**config.mk**
```make
export PLATFORM = sky130hd
export DESIGN_NAME = mem_port_arbiter
export DESIGN_NICKNAME = d
export VERILOG_FILES = /design/src/rtl/mem_port_arbiter.sv
export SDC_FILE = /design/constraint.sdc
export NUM_CORES = 1
export LEC_CHECK = 0
export ABC_AREA = 1
export ABC_CLOCK_PERIOD_IN_PS = 7200
export CAP_MARGIN = 20
export CORE_AREA = 3 3 121 123
export DETAILED_ROUTE_END_ITERATION = 10
export DIE_AREA = 0 0 124 126
export GPL_TIMING_DRIVEN = 1
export HOLD_SLACK_MARGIN = 0.03
export PLACE_DENSITY = 0.74
export SYNTH_ARGS = -nofsm -noshare
export SYNTH_HDL_FRONTEND = slang
export SYNTH_SLANG_ARGS = --single-unit
```
**constraint.sdc**
```tcl
create_clock -name clk -period 7.2 [get_ports clk]
set_clock_uncertainty 0.15 [all_clocks]
set_input_delay 1.44 -clock clk [delete_from_list [all_inputs] [get_ports clk]]
set_output_delay 1.44 -clock clk [all_outputs]
set_load 0.1 [all_outputs]
```
**src/rtl/mem_port_arbiter.sv**
```systemverilog
// Two-requester arbiter for a single memory port with fixed-latency read return tagging.
// Define MEM_ARB_ROUND_ROBIN_EN to alternate priority after every grant (default: requester 1 always wins).
module mem_port_arbiter #(
  parameter int ADDR_W   = 32,
  parameter int DATA_W   = 32,
  parameter int READ_LAT = 3
) (
  input  logic                clk,
  input  logic                rst,
  input  logic                r0_req,
  input  logic [DATA_W/8-1:0] r0_we,
  input  logic [ADDR_W-1:0]   r0_addr,
  input  logic [DATA_W-1:0]   r0_wdata,
  input  logic                r1_req,
  input  logic [DATA_W/8-1:0] r1_we,
  input  logic [ADDR_W-1:0]   r1_addr,
  input  logic [DATA_W-1:0]   r1_wdata,
  output logic                r0_gnt,
  output logic                r1_gnt,
  output logic                r0_rvalid,
  output logic                r1_rvalid,
  output logic [DATA_W-1:0]   r0_rdata,
  output logic [DATA_W-1:0]   r1_rdata,
  output logic                mem_en,
  output logic [DATA_W/8-1:0] mem_we,
  output logic [ADDR_W-1:0]   mem_addr,
  output logic [DATA_W-1:0]   mem_din,
  input  logic [DATA_W-1:0]   mem_dout,
  input  logic                mem_accept_rd,
  input  logic                mem_accept_wr,
  output logic [3:0]          rd_pending
);

  localparam int BE_W = DATA_W / 8;

  logic                elig0, elig1, r1_win, rd_issue;
  logic [ADDR_W-1:0]   addr_q;
  logic [DATA_W-1:0]   din_q;
  logic [READ_LAT-1:0] tag_v, tag_id;
  logic [3:0]          pend_q;

  assign elig0 = r0_req && ((r0_we == '0) ? mem_accept_rd : mem_accept_wr);
  assign elig1 = r1_req && ((r1_we == '0) ? mem_accept_rd : mem_accept_wr);

`ifdef MEM_ARB_ROUND_ROBIN_EN
  logic prio_r0;  // 1: requester 0 wins a tie
  assign r1_win = elig1 && !(elig0 && prio_r0);
`else
  assign r1_win = elig1;
`endif

  assign r1_gnt = !rst && r1_win;
  assign r0_gnt = !rst && elig0 && !r1_win;

  assign mem_en   = r0_gnt || r1_gnt;
  assign mem_we   = r1_gnt ? r1_we : (r0_gnt ? r0_we : {BE_W{1'b0}});
  assign mem_addr = rst ? '0 : (r1_gnt ? r1_addr : (r0_gnt ? r0_addr : addr_q));
  assign mem_din  = rst ? '0 : (r1_gnt ? r1_wdata : (r0_gnt ? r0_wdata : din_q));
  assign rd_issue = mem_en && (mem_we == '0);

  // Oldest tag sits in the top stage; its data is on mem_dout this cycle.
  assign r1_rvalid  = !rst && tag_v[READ_LAT-1] && tag_id[READ_LAT-1];
  assign r0_rvalid  = !rst && tag_v[READ_LAT-1] && !tag_id[READ_LAT-1];
  assign r0_rdata   = mem_dout;
  assign r1_rdata   = mem_dout;
  assign rd_pending = rst ? 4'd0 : pend_q;

  always_ff @(posedge clk) begin
    if (rst) begin
      tag_v   <= '0;
      tag_id  <= '0;
      pend_q  <= 4'd0;
      addr_q  <= '0;
      din_q   <= '0;
`ifdef MEM_ARB_ROUND_ROBIN_EN
      prio_r0 <= 1'b0;
`endif
    end else begin
      for (int i = READ_LAT - 1; i > 0; i--) begin
        tag_v[i]  <= tag_v[i-1];
        tag_id[i] <= tag_id[i-1];
      end
      tag_v[0]  <= rd_issue;
      tag_id[0] <= r1_gnt;
      case ({rd_issue, tag_v[READ_LAT-1]})
        2'b10:   pend_q <= pend_q + 4'd1;
        2'b01:   pend_q <= pend_q - 4'd1;
        default: pend_q <= pend_q;
      endcase
      if (mem_en) begin
        addr_q  <= mem_addr;
        din_q   <= mem_din;
`ifdef MEM_ARB_ROUND_ROBIN_EN
        prio_r0 <= r1_gnt;
`endif
      end
    end
  end

endmodule

```
==> out/results.txt <==
floorplan row count - 43
Synth Cell Area - 4340 sq um
Pleak - 2.98 nW
die height - 126 um
fin. max-slew vios - 0
CTS tree - done
period utilization - 0.797
leading area contributor after synthesis - dfxtp_1
CP max-delay cell - buf_4
Die Area - 15600 sq um
Max Freq - 174 MHz
status - finished clean
share of cells above drive strength 1 - 0.160
I/O pin count - 315
Final nets - 966
Hold/Removal Path Class - flip-flop to flip-flop
endpoints failing hold - 0
initial antenna violation count - 0
routability congestion estimate - 0.806
Vias - 4483
Worst EP required - 5610 ps
top-area cell type share of the netlist area - 0.341
WP buf/inv - 3
max incr delay on CP - 560 ps
peak supply drop - 96.2 uV
first-pass detailed-route iteration total - 4
post_cts resized - 0
gr usage total - 0.179
total wire length - 14500 um
post-CTS setup buffer count - 0
CP delay by family, top - simple AND/OR/NAND/NOR gates
Yosys cell types - 20
Slew headroom - 0.325
Worst path most repeated cell - nand2_1
die extent in x - 124 um
Max Cap Viol - 0
HPWL after DPL - 10700 um
clock sinks - 74
Area Growth Syn to Fin - 53.7%
Placed Cells - 957
crit path cell chain - clkdlybuf4s50_1 -> nor2_2 -> nand2_1 -> nand2_1 -> nand3_2 -> nor2_4 -> buf_4 -> nand2_1 -> nand2_1 -> a21oi_1 -> nor2_1 -> buf_12
total CTS buffers - 9
Root Buffer - clkbuf_16
largest net degree at the start of global routing - 86
htree depth - 3
Syn Inst Count - 659
GRT overflow - 0
Core Util, Final - 0.485
CTS Hold Buffers Added - 0
Crit Path Max Fanout - 45
vias in the first global route - 4333
Routed WL per cell - 14.9 um
Synth Area per Inst - 6.59 sq um
crit path kind - primary input to primary output
RSZ-0062 raised after global routing - false
worst-margin pin slew - 1010 ps
Power Dens Cells - 205 nW/um^2
Max Root-Sink Buffers - 2
Yosys warning total - 0
Detailed Route Iter0 Violations - 130
Clock Pin Slew Worst Setup and Hold Paths - 60 ps
Buffers on Ports - 218
core box area - 13800 sq um
Vias per Instance - 4.61
first-pass GRT wire length - 21600 um
Routed Antenna Nets - 0
Synthesized Nets - 837
Skew-Pair Late Insertion Delay - 330 ps
register area share after synthesis - 0.341
drc violations - 0
final cell count without fillers - 972
r2r setup slk - 5450 ps
Setup crit start kind - primary input
crit path time final - 5740 ps
Synth area leaders - dfxtp_1 34%, nor2_1 13%, nand2_1 13%, buf_4 12%, nand3_1 8.4%
crit end category - primary output
antenna diode count - 0
Initial Util - 0.315
setup TNS - 0 ps
flops & latches, synth - 74
CP arrival - 4150 ps
final setup fails - 0
==> synth_stat cells (all sizes together) <==
| cell type | n |
|---|---|
| inv | 18 |
| ha | 3 |
| a21oi | 70 |
| fa | 1 |
| xnor2 | 1 |
| dfxtp | 74 |
| clkbuf | 21 |
| buf | 87 |
| o21ai | 3 |
| nor2 | 156 |
| nand2 | 149 |
| nand4 | 2 |
| nand3 | 74 |
==> per-stage QoR <==
step / setup slack, ps / total power [mW] / area (sq um) / hold WS [ps]
floorplan: 1640 / 0.891 / 4340 / 238
global placement: 1490 / 0.891 / 6360 / 239
detailed placement: 1430 / 0.894 / 6360 / 245
CTS: 1410 / 1.39 / 6670 / 254
global route: 1200 / 1.43 / 6670 / 265
finish: 1460 / 1.37 / 6670 / 252
==> power by group <==
group          internal [mW]  total (mW)  switching (mW)  leakage (nW)
Sequential             0.432       0.440         0.00792         0.604
Clock                  0.310       0.484           0.174         0.158
Combinational          0.159       0.443           0.285          2.22
Total                  0.901        1.37           0.466          2.98
==> layout by cell type, fill, tap and decap left out, types with 3 or more instances in the layout <==
| cell type | Yosys | layout |
|---|---|---|
| nor2_2 | 4 | 3 |
| nor2_4 | 1 | 3 |
| inv_1 | 18 | 18 |
| buf_12 | 0 | 34 |
| o21ai_0 | 3 | 3 |
| ha_1 | 3 | 3 |
| clkbuf_16 | 0 | 9 |
| nor2_1 | 151 | 150 |
| a21oi_2 | 26 | 26 |
| nand3_1 | 73 | 73 |
| dfxtp_1 | 74 | 74 |
| clkdlybuf4s50_1 | 0 | 147 |
| nand2_1 | 149 | 149 |
| a21oi_1 | 44 | 44 |
| buf_4 | 70 | 45 |
==> sequential cells by signal, indices dropped and copies added (netlist names) <==
register	flops
tag_id	3
din_q	32
addr_q	32
pend_q	4
tag_v	3
==> routing by layer <==
layer	vias to the layer above	part of all wire	GRT usage
met5	-	0	0
met4	0	0.031	0.0857
met3	32	0.089	0.0561
met2	192	0.49	0.314
met1	1985	0.39	0.194
li1	2274	-	-
==> worst min-delay path: cells and delay by family, from the launching register on <==
family                 cells  cell delay [ps]
flip-flops                 1              300
buffers and inverters      1               40
AND/OR/NAND/NOR            1               30
==> cell families after synthesis <==
group,synth area share
compound gates,0.107
buf+inv,0.180
simple gates,0.357
xor+xnor,0.00202
flops,0.341
fa+ha+maj,0.0133
==> final timing paths <==
kind                            depth (start not counted)                endpoint            startpoint
worst max-delay path                                   12              mem_din[7]              r1_we[1]
worst min-delay path                                    2    tag_id[1]$_SDFF_PP0_  tag_id[0]$_SDFF_PP0_
worst max register to register                          8  pend_q[3]$_SDFFE_PP0P_   tag_v[2]$_SDFF_PP0_
worst min register to register                          2    tag_id[1]$_SDFF_PP0_  tag_id[0]$_SDFF_PP0_
==> layout make-up <==
cell class                      count  area, sq um
Tap cell                          180          225
Multi-Input combinational cell    459         2090
Inverter                           18         67.6
Fill cell                        1390         7100
Sequential cell                    74         1480
Timing Repair Buffer              226         2490
Clock inverter                      5         78.8
Clock buffer                       10          239
No activity file was read; power rests on OpenSTA's default activity.
